[src/rtl/pipe_ctrl_if.sv]
// pipe_ctrl_if: bundle between the LEGv8 datapath and the pipeline controller.
//   Hazard inputs  : id_rn, id_rm, ex_memread, ex_rd, mem_pcsrc, mem_req, dmem_ready
//   Stage controls : pc_en, ifid_en/flush, idex_en/flush, exmem_en/flush, memwb_flush
//   Status         : mem_timeout, stall_count[CW], flush_count[CW]
//   master = datapath side, slave = controller side.
interface pipe_ctrl_if #(
  parameter int unsigned CW = 32
);
  logic          id_rn_unused_guard;
  logic [4:0]    id_rn;
  logic [4:0]    id_rm;
  logic          ex_memread;
  logic [4:0]    ex_rd;
  logic          mem_pcsrc;
  logic          mem_req;
  logic          dmem_ready;

  logic          pc_en;
  logic          ifid_en;
  logic          ifid_flush;
  logic          idex_en;
  logic          idex_flush;
  logic          exmem_en;
  logic          exmem_flush;
  logic          memwb_flush;
  logic          mem_timeout;
  logic [CW-1:0] stall_count;
  logic [CW-1:0] flush_count;

  modport master (
    output id_rn, id_rm, ex_memread, ex_rd, mem_pcsrc, mem_req, dmem_ready,
    input  pc_en, ifid_en, ifid_flush, idex_en, idex_flush, exmem_en,
           exmem_flush, memwb_flush, mem_timeout, stall_count, flush_count
  );

  modport slave (
    input  id_rn, id_rm, ex_memread, ex_rd, mem_pcsrc, mem_req, dmem_ready,
    output pc_en, ifid_en, ifid_flush, idex_en, idex_flush, exmem_en,
           exmem_flush, memwb_flush, mem_timeout, stall_count, flush_count
  );
endinterface

[src/rtl/pipe_ctrl.sv]
// pipe_ctrl: sequencing controller for the 5-stage LEGv8 pipeline.
// Resolves load-use stalls, MEM-stage branch flushes and data-memory waits
// (with a timeout watchdog), and keeps saturating stall/flush counters.
// Ports:
//   clk   - clock, rising edge
//   reset - synchronous, active-high
//   bus   - pipe_ctrl_if.slave: hazard inputs in, stage enables/flushes,
//           mem_timeout and performance counters out
// Enables/flushes are combinational (zero latency); counters and
// mem_timeout are registered.
module pipe_ctrl #(
  parameter int unsigned MAX_WAIT = 16,
  parameter int unsigned CW       = 32
) (
  input  logic      clk,
  input  logic      reset,
  pipe_ctrl_if.slave bus
);

  localparam int unsigned WW = (MAX_WAIT > 2) ? $clog2(MAX_WAIT) : 1;

  localparam logic [1:0] S_RUN   = 2'd0;
  localparam logic [1:0] S_WAIT  = 2'd1;
  localparam logic [1:0] S_ERROR = 2'd2;

  logic [1:0]    state_q, state_d;
  logic [WW-1:0] wait_cnt_q, wait_cnt_d;
  logic [CW-1:0] stall_cnt_q, stall_cnt_d;
  logic [CW-1:0] flush_cnt_q, flush_cnt_d;
  logic          timeout_q, timeout_d;

  logic mstall, lu, freeze, take_branch, take_lu;
  logic pc_en, ifid_en, ifid_flush, idex_en, idex_flush;
  logic exmem_en, exmem_flush, memwb_flush;

  // Hazard detection; X31 (XZR) never produces a load-use hazard.
  always_comb begin
    mstall      = bus.mem_req & ~bus.dmem_ready;
    lu          = bus.ex_memread & (bus.ex_rd != 5'd31) &
                  ((bus.ex_rd == bus.id_rn) | (bus.ex_rd == bus.id_rm));
    freeze      = (state_q == S_ERROR) | mstall;
    take_branch = ~freeze & bus.mem_pcsrc;
    take_lu     = ~freeze & ~bus.mem_pcsrc & lu;
  end

  // Stage enables/flushes: ERROR > memory freeze > branch > load-use.
  always_comb begin
    pc_en       = 1'b1;
    ifid_en     = 1'b1;
    ifid_flush  = 1'b0;
    idex_en     = 1'b1;
    idex_flush  = 1'b0;
    exmem_en    = 1'b1;
    exmem_flush = 1'b0;
    memwb_flush = 1'b0;
    if (reset) begin
      pc_en       = 1'b0;
      ifid_en     = 1'b0;
      ifid_flush  = 1'b1;
      idex_en     = 1'b0;
      idex_flush  = 1'b1;
      exmem_en    = 1'b0;
      exmem_flush = 1'b1;
      memwb_flush = 1'b1;
    end else if (freeze) begin
      pc_en       = 1'b0;
      ifid_en     = 1'b0;
      idex_en     = 1'b0;
      exmem_en    = 1'b0;
      memwb_flush = 1'b1;
    end else if (take_branch) begin
      ifid_flush  = 1'b1;
      idex_flush  = 1'b1;
      exmem_flush = 1'b1;
    end else if (take_lu) begin
      pc_en       = 1'b0;
      ifid_en     = 1'b0;
      idex_flush  = 1'b1;
    end
  end

  // Next state, watchdog and saturating counters.
  always_comb begin
    state_d     = state_q;
    wait_cnt_d  = wait_cnt_q;
    stall_cnt_d = stall_cnt_q;
    flush_cnt_d = flush_cnt_q;
    timeout_d   = timeout_q;

    case (state_q)
      S_RUN: begin
        if (mstall) begin
          state_d    = S_WAIT;
          wait_cnt_d = WW'(1);
        end
      end
      S_WAIT: begin
        if (!mstall) begin
          state_d    = S_RUN;
          wait_cnt_d = '0;
        end else if (wait_cnt_q == WW'(MAX_WAIT - 1)) begin
          state_d = S_ERROR;
        end else begin
          wait_cnt_d = wait_cnt_q + WW'(1);
        end
      end
      S_ERROR: state_d = S_ERROR;
      default: begin
        state_d    = S_RUN;
        wait_cnt_d = '0;
      end
    endcase

    // Sticky from the first cycle spent in ERROR.
    if (state_d == S_ERROR) timeout_d = 1'b1;

    // ERROR cycles are not counted as stalls.
    if (!pc_en && (state_q != S_ERROR) && (stall_cnt_q != '1))
      stall_cnt_d = stall_cnt_q + CW'(1);
    if (take_branch && (flush_cnt_q != '1))
      flush_cnt_d = flush_cnt_q + CW'(1);
  end

  // State register.
  always_ff @(posedge clk) begin
    if (reset) begin
      state_q     <= S_RUN;
      wait_cnt_q  <= '0;
      stall_cnt_q <= '0;
      flush_cnt_q <= '0;
      timeout_q   <= 1'b0;
    end else begin
      state_q     <= state_d;
      wait_cnt_q  <= wait_cnt_d;
      stall_cnt_q <= stall_cnt_d;
      flush_cnt_q <= flush_cnt_d;
      timeout_q   <= timeout_d;
    end
  end

  assign bus.pc_en       = pc_en;
  assign bus.ifid_en     = ifid_en;
  assign bus.ifid_flush  = ifid_flush;
  assign bus.idex_en     = idex_en;
  assign bus.idex_flush  = idex_flush;
  assign bus.exmem_en    = exmem_en;
  assign bus.exmem_flush = exmem_flush;
  assign bus.memwb_flush = memwb_flush;
  assign bus.mem_timeout = timeout_q;
  assign bus.stall_count = stall_cnt_q;
  assign bus.flush_count = flush_cnt_q;

endmodule

[src/flat_wrapper.sv]
// flat-port wrapper written by rule: the top's interface ports become plain ports
module pipe_ctrl_flat 
#(
  parameter int unsigned MAX_WAIT = 16,
  parameter int unsigned CW       = 32
)
  (clk, reset, bus_id_rn, bus_id_rm, bus_ex_memread, bus_ex_rd, bus_mem_pcsrc, bus_mem_req, bus_dmem_ready, bus_pc_en, bus_ifid_en, bus_ifid_flush, bus_idex_en, bus_idex_flush, bus_exmem_en, bus_exmem_flush, bus_memwb_flush, bus_mem_timeout, bus_stall_count, bus_flush_count);
  pipe_ctrl_if #(.CW(CW)) bus_i ();
  input  logic clk;
  input  logic reset;
  input wire logic [$bits(bus_i.id_rn)-1:0] bus_id_rn;
  input wire logic [$bits(bus_i.id_rm)-1:0] bus_id_rm;
  input wire logic [$bits(bus_i.ex_memread)-1:0] bus_ex_memread;
  input wire logic [$bits(bus_i.ex_rd)-1:0] bus_ex_rd;
  input wire logic [$bits(bus_i.mem_pcsrc)-1:0] bus_mem_pcsrc;
  input wire logic [$bits(bus_i.mem_req)-1:0] bus_mem_req;
  input wire logic [$bits(bus_i.dmem_ready)-1:0] bus_dmem_ready;
  output wire logic [$bits(bus_i.pc_en)-1:0] bus_pc_en;
  output wire logic [$bits(bus_i.ifid_en)-1:0] bus_ifid_en;
  output wire logic [$bits(bus_i.ifid_flush)-1:0] bus_ifid_flush;
  output wire logic [$bits(bus_i.idex_en)-1:0] bus_idex_en;
  output wire logic [$bits(bus_i.idex_flush)-1:0] bus_idex_flush;
  output wire logic [$bits(bus_i.exmem_en)-1:0] bus_exmem_en;
  output wire logic [$bits(bus_i.exmem_flush)-1:0] bus_exmem_flush;
  output wire logic [$bits(bus_i.memwb_flush)-1:0] bus_memwb_flush;
  output wire logic [$bits(bus_i.mem_timeout)-1:0] bus_mem_timeout;
  output wire logic [$bits(bus_i.stall_count)-1:0] bus_stall_count;
  output wire logic [$bits(bus_i.flush_count)-1:0] bus_flush_count;
  assign bus_i.id_rn = bus_id_rn;
  assign bus_i.id_rm = bus_id_rm;
  assign bus_i.ex_memread = bus_ex_memread;
  assign bus_i.ex_rd = bus_ex_rd;
  assign bus_i.mem_pcsrc = bus_mem_pcsrc;
  assign bus_i.mem_req = bus_mem_req;
  assign bus_i.dmem_ready = bus_dmem_ready;
  assign bus_pc_en = bus_i.pc_en;
  assign bus_ifid_en = bus_i.ifid_en;
  assign bus_ifid_flush = bus_i.ifid_flush;
  assign bus_idex_en = bus_i.idex_en;
  assign bus_idex_flush = bus_i.idex_flush;
  assign bus_exmem_en = bus_i.exmem_en;
  assign bus_exmem_flush = bus_i.exmem_flush;
  assign bus_memwb_flush = bus_i.memwb_flush;
  assign bus_mem_timeout = bus_i.mem_timeout;
  assign bus_stall_count = bus_i.stall_count;
  assign bus_flush_count = bus_i.flush_count;
  pipe_ctrl #(.MAX_WAIT(MAX_WAIT), .CW(CW)) u_core (.clk(clk), .reset(reset), .bus(bus_i));
endmodule
[config.mk]
export PLATFORM = sky130hd
export DESIGN_NAME = pipe_ctrl_flat
export DESIGN_NICKNAME = d
export VERILOG_FILES = /design/src/rtl/pipe_ctrl_if.sv /design/src/rtl/pipe_ctrl.sv /design/src/flat_wrapper.sv
export SDC_FILE = /design/constraint.sdc
export NUM_CORES = 1
export LEC_CHECK = 0
export BUFFER_PORTS_ARGS = -buffer_cell sky130_fd_sc_hd__clkbuf_2
export CAP_MARGIN = 20
export CORE_ASPECT_RATIO = 0.9
export CORE_UTILIZATION = 30
export CTS_BUF_LIST = sky130_fd_sc_hd__clkbuf_4 sky130_fd_sc_hd__clkbuf_8
export CTS_CLUSTER_SIZE = 16
export DETAILED_ROUTE_END_ITERATION = 16
export SLEW_MARGIN = 20
export SYNTH_ARGS = -nofsm -noshare
export SYNTH_HDL_FRONTEND = slang
export SYNTH_SLANG_ARGS = --single-unit
[constraint.sdc]
create_clock -name clk -period 3.2 [get_ports clk]
set_clock_uncertainty 0.05 [all_clocks]
set_input_delay 0.16 -clock clk [delete_from_list [all_inputs] [get_ports clk]]
set_output_delay 0.16 -clock clk [all_outputs]
set_load 0.02 [all_outputs]
-- Word-level counts from Yosys, hierarchy flattened
Index checks and enable logic that the tools add are counted.
- add/subtract/negate cells: 3
- eq/ne operators: 12
- muxes and demuxes: 23
- bitwise operators: 12
- reductions and logical operators: 6
- operators by type and width (kind ; number):
    adder 32 x 1 -> 32 bit, second input constant ; 2
    != test 32 bit, second input constant ; 2
    2-to-1 mux 1 bit ; 15
    2-to-1 mux 4 bit ; 3
    one-hot mux 4 bit (3 select lines) ; 1
    == test 5 bit ; 2
    bitwise AND 1 bit ; 6
    2-to-1 mux 2 bit ; 3
    one-hot mux 2 bit (3 select lines) ; 1
    != test 5 bit, second input constant ; 1
    adder 4 x 1 -> 4 bit, second input constant ; 1
    == test 2 bit, second input constant ; 2
    == test 4 bit, second input constant ; 1
    inverter 1 bit ; 4
    logical AND 1 bit ; 3
    != test 3 bit, second input constant ; 1
    AND reduction 3 bit ; 1
    == test 2 x 1 -> 1 bit, second input constant ; 1
    logical NOT 2 bit ; 1
    != test 2 x 1 -> 1 bit, second input constant ; 1
    != test 2 bit, second input constant ; 1
    OR 1 bit ; 2
    logical NOT 1 bit ; 1
- register bits after elaboration: 71
- bits of input ports: 21
- output and inout port bits: 73
- word-level logic and storage cells: 61

-- Longest topological paths before layout
- depth in word-level cells: 13
- depth in mapped cells: 9
- mapped depth without buffers: 7

-- Worst setup path before layout
Ideal clock, no wire load.
- kind: register to register
- start point: reg u_core.stall_cnt_q[0], in the netlist u_core.bus.stall_count[0]
- end point: reg u_core.stall_cnt_q[26], in the netlist u_core.bus.stall_count[26]
- library setup time: 0.070 ns
- data arrival time: 2.167 ns
- required time: 3.080 ns
- slack: 0.912 ns
- stages on the path, launching flop included: 8
- buffers on the path: 0
- clock period less this slack: 2.288 ns
- cell sequence: dfxtp_1 -> ha_1 -> nand4_2 -> nor4_4 -> nand4_2 -> a31o_1 -> or4_1 -> a21oi_1
- cells in the longest elaborated chain, start to end: 2
- elaborated cells on any way between the ends: 3
- classes of those cells: 1 x add/sub; 1 x eq/ne; 1 x reduce/logical
- ends and longest elaborated chain (what ; RTL line ; RTL):
    start, declared ; pipe_ctrl.sv:28 ; logic [CW-1:0] stall_cnt_q, stall_cnt_d;
    start signal, assigned ; pipe_ctrl.sv:135 ; stall_cnt_q <= stall_cnt_d;
    parallel branches: the longest is 2 deep, another holds adder 32 x 1 -> 32 bit ; - ;
Parallel ways; which one is timed is not known.
A chain may end at the register's enable or synchronous reset.

-- Final worst setup path
- start point: reg u_core.flush_cnt_q[11], in the netlist u_core.bus.flush_count[11]
- end point: reg u_core.flush_cnt_q[31], in the netlist u_core.bus.flush_count[31]
- cells in the longest elaborated chain, start to end: 2
- elaborated cells on any way between the ends: 3
- classes of those cells: 1 x add/sub; 1 x eq/ne; 1 x reduce/logical
- ends and longest elaborated chain (what ; RTL line ; RTL):
    start, declared ; pipe_ctrl.sv:29 ; logic [CW-1:0] flush_cnt_q, flush_cnt_d;
    start signal, assigned ; pipe_ctrl.sv:136 ; flush_cnt_q <= flush_cnt_d;
    parallel branches: the longest is 2 deep, another holds adder 32 x 1 -> 32 bit ; - ;
Parallel ways; which one is timed is not known.

==> flow_summary.yaml <==
critical_path:
  cp_max_fo: 9
  worst_ep_required_time_ns: 3.37
  startpoint_type: "flop"
  reg2reg_depth: 6
  cp_data_arrival_time_ns: 2.64
  endpoint_kind: "flop"
  crit_type: "flop to flop"
floorplanning:
  num_rows: 39
  coreArea_um2: 12700
  die_h_um: 111
  die-area_um2: 13600
  pin_count: 94
  initial_utilization: 0.309
  chipWidth_um: 123
logic_synthesis:
  syn-instance-count: 480
  synth_area_leaders: "dfxtp_1 (36%), xnor2_1 (8.2%), nor2_1 (5.5%)"
  synth.most_common_cell: "dfxtp_1"
  avgSynthCellArea_um2: 8.21
  yosys_most_used_dff: "dfxtp_1"
  ys_seq_area_frac: 0.361
  synth_top_cells_by_count: "dfxtp_1 (71), nor2_1 (58), xnor2_1 (37)"
  synth_edf_count: 0
  yosys.area.top_type: "dfxtp_1"
  synth_fp_nets: 504
  yosysWarnings: 0
  synth_top_area_share: 0.361
  ys_ff_latch: 71
  synthArstFlopShare: 0
  ys_types: 50
  synth_area_um2: 3940
global_route:
  grt_start_max_net_pins: 89
  grt_antenna_before_repair: 0
  gr-usage-all-layers: 0.155
  overflow: 0
  grt_pass1_vias: 3440
  grt_pass1_wl_mm: 16.8
placed_design:
  placed_cells: 715
  place_ws_ns: 0.740
  hpwl_mm: 7.20
  io_buffers: 93
  gp_congestion: 0.816
pwr:
  powerDensity_nw_per_um2: 366
  total_leakage_power_nw: 1.72
  vdd.ir_drop.worst_mv: 0.205
finish:
  fin_cells: 729
  drive_above_1_share: 0.258
  num_antenna_cells: 0
  finalCoreUtilization: 0.370
  fin_nets: 586
  area_delta_synth_final_pct: 19.4
cts:
  clk-insertion-delay-late_ns: 0.35
  cts-buffers-inserted: 9
  post_cts_buffers: 0
  clk_pin_slew_ns: 0.08
  cts_hold_buffers: 0
  clkSinkCount: 71
  cts.path.max_buffers: 2
  ctsResizeCount: 0
  cts_root_buf: "clkbuf_8"
  cts_tree: "yes"
  cts_htree_levels: 3
sta:
  setup_slack_ns: 0.722
  period_share: 0.774
  hold_violations: 0
  worstMarginPinSlew_ns: 0.923
  final-setup-viol-count: 0
  min_period_ns: 2.48
  fmax_mhz: 404
  finalMaxSlewViolations: 0
  finalSetupTns_ns: 0
  holdWs_ns: 0.131
  max-slew-margin-rel: 0.385
  rsz0062_at_grt: "false"
hold_path:
  hp-class: "primary input to flop"
  holdPathStages: 3
routing:
  drt-vias-per-instance: 5.21
  via_count: 3796
  dr.pass1.iters: 4
  antenna_left: 0
  drtIter0Drc: 204
  drc: 0
  wl_per_cell_um: 13.9
  drt_wl_total_mm: 10.1
run:
  maxCapViolCount: 0
status:
  status: "complete, no violations"
critical path, cell delays in order, from the launching register on:
cell and delay, ns:
dfxtp_1 0.44, nand4_1 0.18, nor4_1 0.56, nand4_1 0.44, nor4_1 0.44, xnor2_1 0.17, nor2_1 0.05
registers in the layout, summed over array words and instances, names as in the netlist:
name and cells:
u_core.bus.mem_timeout 1, u_core.state_q 2, u_core.wait_cnt_q 4, u_core.bus.flush_count 32, u_core.bus.stall_count 32
layout by cell type, fill, tap and decap left out, drive strengths merged, types with 2 or more instances in the layout:
master and n:
nand2b 4, nand3 30, nand2 33, or3 12
nor2b 15, and4 6, mux2 14, or4 10
o21ai 14, nor4b 4, or2 2, clkbuf 107
o21ba 3, o31a 3, ha 3, xnor2 37
nor4 17, a21oi 25, nor3b 6, and2 4
and3 6, nor2 59, nand4 19, inv 9
nor3 24, buf 6, o31ai 10, dfxtp 71
power by group:
group	total [mW]	internal, mW	switching [mW]
logic	0.130	0.0458	0.0839
registers	0.898	0.890	0.00842
clock network	0.696	0.367	0.328
total	1.72	1.30	0.421
routing by layer:
| metal | global-route usage | part of all wire | vias to the layer above |
|---|---|---|---|
| met5 | 0 | 0 | - |
| met4 | 0.0724 | 0.021 | 0 |
| met3 | 0.0273 | 0.028 | 20 |
| met2 | 0.233 | 0.46 | 65 |
| li1 | - | - | 1893 |
| met1 | 0.212 | 0.49 | 1818 |
layout make-up:
type,count,area [µm²]
tap,164,205
sequential,71,1420
clock buffer,14,186
inverter,9,33.8
multi-input combinational,372,2350
fill,1343,8030
timing repair buffer,99,510
stage by stage:
stage / area, µm² / power, mW
3_3_place_gp: 4520 / 1.04
4_1_cts: 4710 / 1.76
6_report: 4710 / 1.72
5_1_grt: 4710 / 1.81
3_5_place_dp: 4520 / 1.05
2_1_floorplan: 3940 / 1.01
path summary, 6_finish.rpt:
path / start / end / slack (ns)
max: u_core.bus.flush_count[11] / u_core.bus.flush_count[31] / 0.72
min: bus_mem_req / u_core.state_q[0] / 0.13
max reg2reg: u_core.bus.flush_count[11] / u_core.bus.flush_count[31] / 0.72
min reg2reg: u_core.state_q[1] / u_core.state_q[0] / 0.40
logic make-up (layout without fill, tap and decap cells):
kind of cell,Yosys count,count (layout),share of synthesized area
AOI/OAI and AO/OA,65,65,0.103
xor gates and xnor gates,37,37,0.0822
adders and majority gates,3,3,0.00952
buffers and inverters,37,122,0.0451
DFF,71,71,0.361
muxes,14,14,0.0400
and+or+nand+nor,253,253,0.360
No activity file was read; power rests on OpenSTA's default activity.
